**src/rtl/mem_port_arbiter.sv**
```systemverilog
// rtl/mem_port_arbiter.sv - round-robin arbiter sharing one memory port between CPU (A) and debug/loader (B)
// Optional: define MEM_ARB_IO_LOCK_EN to block B writes to IO_ADDR and flag them on b_err.
module mem_port_arbiter #(
    parameter int ADDR_WIDTH = 5,
    parameter int DATA_WIDTH = 8,
    parameter int IO_ADDR    = 31
) (
    input  logic                  clk,
    input  logic                  rst,
    input  logic                  a_req,
    input  logic                  a_we,
    input  logic [ADDR_WIDTH-1:0] a_addr,
    input  logic [DATA_WIDTH-1:0] a_wdata,
    output logic                  a_gnt,
    output logic                  a_rvalid,
    output logic [DATA_WIDTH-1:0] a_rdata,
    input  logic                  b_req,
    input  logic                  b_we,
    input  logic [ADDR_WIDTH-1:0] b_addr,
    input  logic [DATA_WIDTH-1:0] b_wdata,
    output logic                  b_gnt,
    output logic                  b_rvalid,
    output logic [DATA_WIDTH-1:0] b_rdata,
    input  logic                  scan_enable,
    output logic [ADDR_WIDTH-1:0] mem_address,
    output logic [DATA_WIDTH-1:0] mem_data_in,
    output logic                  mem_write_enable,
    input  logic [DATA_WIDTH-1:0] mem_data_out,
`ifdef MEM_ARB_IO_LOCK_EN
    output logic                  b_err,
`endif
    output logic                  busy
);

    typedef enum logic [1:0] {IDLE, SERVE_A, SERVE_B, SCAN_HOLD} state_t;

    state_t                  r_state;
    logic                    r_rr_last_b;
    logic                    r_we;
    logic                    r_mem_we;
    logic [ADDR_WIDTH-1:0]   r_mem_addr;
    logic [DATA_WIDTH-1:0]   r_mem_wdata;
    logic                    r_a_gnt, r_b_gnt;
    logic                    r_a_rvalid, r_b_rvalid;
    logic [DATA_WIDTH-1:0]   r_a_rdata, r_b_rdata;

    logic w_elig_a, w_elig_b, w_pick_a, w_pick_b, w_b_locked;

    // A requester just served is not eligible again at its own closing edge.
    assign w_elig_a = a_req && (r_state != SERVE_A);
    assign w_elig_b = b_req && (r_state != SERVE_B);
    assign w_pick_a = w_elig_a && (!w_elig_b || r_rr_last_b);
    assign w_pick_b = w_elig_b && (!w_elig_a || !r_rr_last_b);

`ifdef MEM_ARB_IO_LOCK_EN
    logic r_b_err;
    assign w_b_locked = b_we && (b_addr == ADDR_WIDTH'(IO_ADDR));
    assign b_err      = r_b_err;
`else
    assign w_b_locked = 1'b0;
`endif

    always_ff @(posedge clk or negedge rst) begin
        if (!rst) begin
            r_state     <= IDLE;
            r_rr_last_b <= 1'b1;
            r_we        <= 1'b0;
            r_mem_we    <= 1'b0;
            r_mem_addr  <= '0;
            r_mem_wdata <= '0;
            r_a_gnt     <= 1'b0;
            r_b_gnt     <= 1'b0;
            r_a_rvalid  <= 1'b0;
            r_b_rvalid  <= 1'b0;
            r_a_rdata   <= '0;
            r_b_rdata   <= '0;
`ifdef MEM_ARB_IO_LOCK_EN
            r_b_err     <= 1'b0;
`endif
        end else begin
            r_a_gnt    <= 1'b0;
            r_b_gnt    <= 1'b0;
            r_mem_we   <= 1'b0;
            r_a_rvalid <= 1'b0;
            r_b_rvalid <= 1'b0;
`ifdef MEM_ARB_IO_LOCK_EN
            r_b_err    <= 1'b0;
`endif
            // Read capture closes the SERVE cycle even if scan takes over at this edge.
            if (r_state == SERVE_A && !r_we) begin
                r_a_rdata  <= mem_data_out;
                r_a_rvalid <= 1'b1;
            end
            if (r_state == SERVE_B && !r_we) begin
                r_b_rdata  <= mem_data_out;
                r_b_rvalid <= 1'b1;
            end

            if (scan_enable) begin
                r_state <= SCAN_HOLD;
            end else if (w_pick_a) begin
                r_state     <= SERVE_A;
                r_rr_last_b <= 1'b0;
                r_mem_addr  <= a_addr;
                r_mem_wdata <= a_wdata;
                r_we        <= a_we;
                r_mem_we    <= a_we;
                r_a_gnt     <= 1'b1;
            end else if (w_pick_b) begin
                r_state     <= SERVE_B;
                r_rr_last_b <= 1'b1;
                r_mem_addr  <= b_addr;
                r_mem_wdata <= b_wdata;
                r_we        <= b_we;
                r_mem_we    <= b_we && !w_b_locked;
                r_b_gnt     <= 1'b1;
`ifdef MEM_ARB_IO_LOCK_EN
                r_b_err     <= w_b_locked;
`endif
            end else begin
                r_state <= IDLE;
            end
        end
    end

    assign a_gnt            = r_a_gnt;
    assign b_gnt            = r_b_gnt;
    assign a_rvalid         = r_a_rvalid;
    assign b_rvalid         = r_b_rvalid;
    assign a_rdata          = r_a_rdata;
    assign b_rdata          = r_b_rdata;
    assign mem_address      = r_mem_addr;
    assign mem_data_in      = r_mem_wdata;
    assign mem_write_enable = r_mem_we;
    assign busy             = (r_state != IDLE);

endmodule

```
**config.mk**
```make
export PLATFORM = sky130hd
export DESIGN_NAME = mem_port_arbiter
export DESIGN_NICKNAME = d
export VERILOG_FILES = /design/src/rtl/mem_port_arbiter.sv
export SDC_FILE = /design/constraint.sdc
export NUM_CORES = 1
export LEC_CHECK = 0
export ABC_CLOCK_PERIOD_IN_PS = 1820
export CELL_PAD_IN_SITES_DETAIL_PLACEMENT = 0
export CELL_PAD_IN_SITES_GLOBAL_PLACEMENT = 1
export CORE_MARGIN = 3
export CORE_UTILIZATION = 30
export CTS_BUF_LIST = sky130_fd_sc_hd__clkbuf_8 sky130_fd_sc_hd__clkbuf_16
export CTS_CLUSTER_DIAMETER = 120
export DETAILED_ROUTE_END_ITERATION = 8
export GPL_TIMING_DRIVEN = 1
export PLACE_DENSITY = 0.75
export SYNTH_ARGS = -nofsm -noshare
export SYNTH_HDL_FRONTEND = slang
export SYNTH_SLANG_ARGS = --single-unit
export TNS_END_PERCENT = 100
```
**constraint.sdc**
```tcl
create_clock -name clk -period 1.82 [get_ports clk]
set_input_delay 0.546 -clock clk [delete_from_list [all_inputs] [get_ports clk]]
set_output_delay 0.546 -clock clk [all_outputs]
set_load 0.02 [all_outputs]
```
==> results.toml <==
[setup_path]
worstRegToRegCells = 4
timing.rr.end = "r_we$_DFFE_PN0P_"
minimum_setup_slack_among_reg_to_reg_paths_ns = 0.25
critical_path_depth = 1
critical-path-max-stage-delay_ns = 0.61
setup.worst_path.end_class = "output port"
critPathBufInv = 1
r2r_start = "r_rr_last_b$_DFFE_PN1P_"
timing.critical_path.max_delay_family = "buffers and inverters"
worst_path_arrival_time_ns = 1.25
sort_of_element_at_the_start_of_the_critical_path = "register"
timing.critical_path.slowest_stage_cell = "clkdlybuf4s50_1"
timing_worst_setup_path_type = "reg2out"
cells_along_the_critical_path = "clkdlybuf4s50_1"
worst-path-max-fanout = 2
required_ns = 1.27

[route]
avgRoutedWirePerCell_um = 14.5
route.antenna.remaining_nets = 0
num_vias = 1432
drc = 0
drt_first_iter_violations = 24
routed_wl_um = 4370
viasPerCell = 4.74
drt_first_pass_iters = 4

[global_route]
global_route_wire_length_before_repair_um = 6910
grt_remaining_overflow = 0
global_route.usage.met1 = 0.164
grt_usage = 0.141
global_route.usage.met3 = 0.0248
grt_start_max_net_pins = 15
global_route.peak_usage_layer = "met2"
antenna_found_initial = 0
grtUsageMet2 = 0.251
via_count_of_the_first_global_routing_pass = 1456

[layout]
nFillCells = 475
stdcell_area_um2 = 2730
multiInputGateArea_um2 = 639
fin_util = 0.524
final-seq-area_um2 = 952
post_layout_nonfiller_instances = 302
antenna_cells_inserted = 0
nNetsFinal = 273
share_of_final_layout_standard_cells_stronger_than_drive_strength_1 = 0.237
layout-area-overhead-vs-synth_pct = 66.2

[floorplan]
initial_utilization = 0.315
die_area_um2 = 6400
chipHeight_um = 80.0
num_rows = 26
core-area_um2 = 5200
die_x_um = 80.0
io-pin-count = 76

[synth]
synthFlopType = "dfrtp_1"
yosysTopAreaCell = "dfrtp_1"
yosys_warnings = 0
ff_latch_count_synth = 38
post_synth_edffs = 0
post_synthesis_simple_gate_area_fraction = 0.0869
post_synthesis_share_of_cell_area_spent_on_full_adders_half_adders_and_majority_gates = 0.0206
xor_xnor_portion_of_the_synthesized_cell_area = 0
synth_cell_types = 28
synth-seq-area-share = 0.580
synth.area.top_cells = "dfrtp_1 56%, mux2_2 11%, a31oi_1 5.0%"
synth_nets = 180
total_standard_cell_area_after_synthesis_um2 = 1640
largest_family_of_logic_cells_by_synthesized_area = "compound AO/OA/AOI/OAI gates"
syn_inst = 139
post-synth-top-count-cell = "dfrtp_1"
synth_compound_gate_area_share = 0.171
synth_commonest_cells = "37 x dfrtp_1, 16 x mux2_2"
netlist.area_leader.share = 0.564
synth.area.mux_share = 0.110
syn_avg_cell_area_um2 = 11.8
asyncSetResetFlopFracSynth = 1.00

[cts]
cts.clk_slew.worst_paths_ns = 0.07
clock_insertion_delay_worst_skew_ns = 0.28
cts_root_buf = "clkbuf_8"
cts.repair_timing.setup_buffer_count = 0
cts_buffers = 5
number_of_buffers_on_the_longest_clock_path = 2
htree_levels = 2
cts_tree = "done"
cts.sinks = 38

[timing]
timing.setup.tns_ns = 0
worst_clock_skew_ns = 0.00256
fmax_mhz = 557
worst-slew-pin-transition_ns = 0.468
setup_ws_ns = 0.0237
holdWs_ns = 0.126
setup_viol_count_final = 0
final_critical_path_time_including_i_o_delays_and_setup_ns = 1.80
slew_viol_final = 0
final_hold_viol_count = 0
worst_slew_margin_rel = 0.687
setup_repair_after_global_routing_missed_its_margin = "false"
fin_crit_sh = 0.987

[power_and_ir_drop]
post-layout-total-power_mw = 2.93
p_leak_nw = 1.29
seq_power_share = 0.407
power.share.combinational = 0.412
power.net_switching_uw = 966
pwr-share-clk = 0.182
worst_ir_drop_vdd_mv = 0.475
switching_share = 0.330
power_per_cell_area_nw_per_um2 = 1070
cellInternalPower_mw = 1.96

[placed_design]
placed_area_um2 = 2590
place_hpwl_um = 3410
port-buffer-count = 75
dpl_worst_slack_ns = -0.252
finalWeightedCongestion = 0.773
place_inst = 295

[job]
drv_cap = 0

[hold_path]
worstHoldPathType = "in2async"

[outcome]
outcome = "finished, final reports clean"
==> worst max-delay path by stage <==
stage / start / end / slack (ns)
after floorplan: a_req / r_we$_DFFE_PN0P_ / 0.16
after global placement: b_req / mem_address[0]$_DFFE_PN0P_ / -0.25
after detailed placement: a_req / r_we$_DFFE_PN0P_ / -0.25
after CTS: mem_data_in[4]$_DFFE_PN0P_ / mem_data_in[4] / 0.002
after global routing: mem_data_in[5]$_DFFE_PN0P_ / mem_data_in[5] / 0.0008
final: mem_data_in[5]$_DFFE_PN0P_ / mem_data_in[5] / 0.02
==> what timing repair did <==
item / in CTS / in global routing
pin swaps: 0 / 1
hold buffers: 0 / 0
endpoints found under the hold margin: 0 / 0
endpoints found under the setup margin: 2 / 27
gates resized for setup: 2 / 26
gates cloned: 0 / 0
==> routing by layer <==
metal | vias to the layer above | wire length, um
met4 | 0 | 77
met1 | 673 | 1820
li1 | 698 | -
met3 | 7 | 236
met5 | - | 0
met2 | 54 | 2240
==> power groups by stage <==
stage / Clock, mW / Combinational (mW) / Sequential [mW]
after floorplan: 0 / 0.327 / 1.47
after global placement: 0 / 1.25 / 1.21
after detailed placement: 0 / 1.25 / 1.21
after CTS: 0.551 / 1.24 / 1.20
after global routing: 0.588 / 1.28 / 1.22
final: 0.532 / 1.21 / 1.19
==> final cells by class <==
cell class                 instances  area share
tap                               70      0.0321
multi-input combinational         89       0.234
inverter                           4     0.00550
clock buffer                       5      0.0252
timing repair buffer              94       0.350
clock inverter                     2     0.00367
sequential                        38       0.349
==> layout by cell type (no fill, tap or decap), types with 3 or more instances in the layout <==
cell,synthesis,final
buf_4,1,18
o21ai_0,13,11
maj3_2,3,3
mux2_2,16,16
nand3_1,13,13
a21oi_1,13,13
a31oi_1,13,13
dfrtp_1,37,37
dlymetal6s2s_1,0,23
a21o_1,3,3
clkbuf_8,0,5
clkdlybuf4s50_1,0,49
==> registers in the layout (all words and copies together) (netlist names) <==
name              flops
a_gnt                 1
a_rdata               8
a_rvalid              1
b_gnt                 1
b_rdata               8
b_rvalid              1
mem_address           5
mem_data_in           8
mem_write_enable      1
r_rr_last_b           1
r_state               2
r_we                  1
==> cells by family after synthesis <==
kind of cell,count (synthesis)
buffers and inverters,12
multiplexers,16
AO/OA/AOI/OAI,47
flip-flops,38
AND/OR/NAND/NOR,23
adder cells (fa/ha/maj),3
No activity file was read; power rests on OpenSTA's default activity.
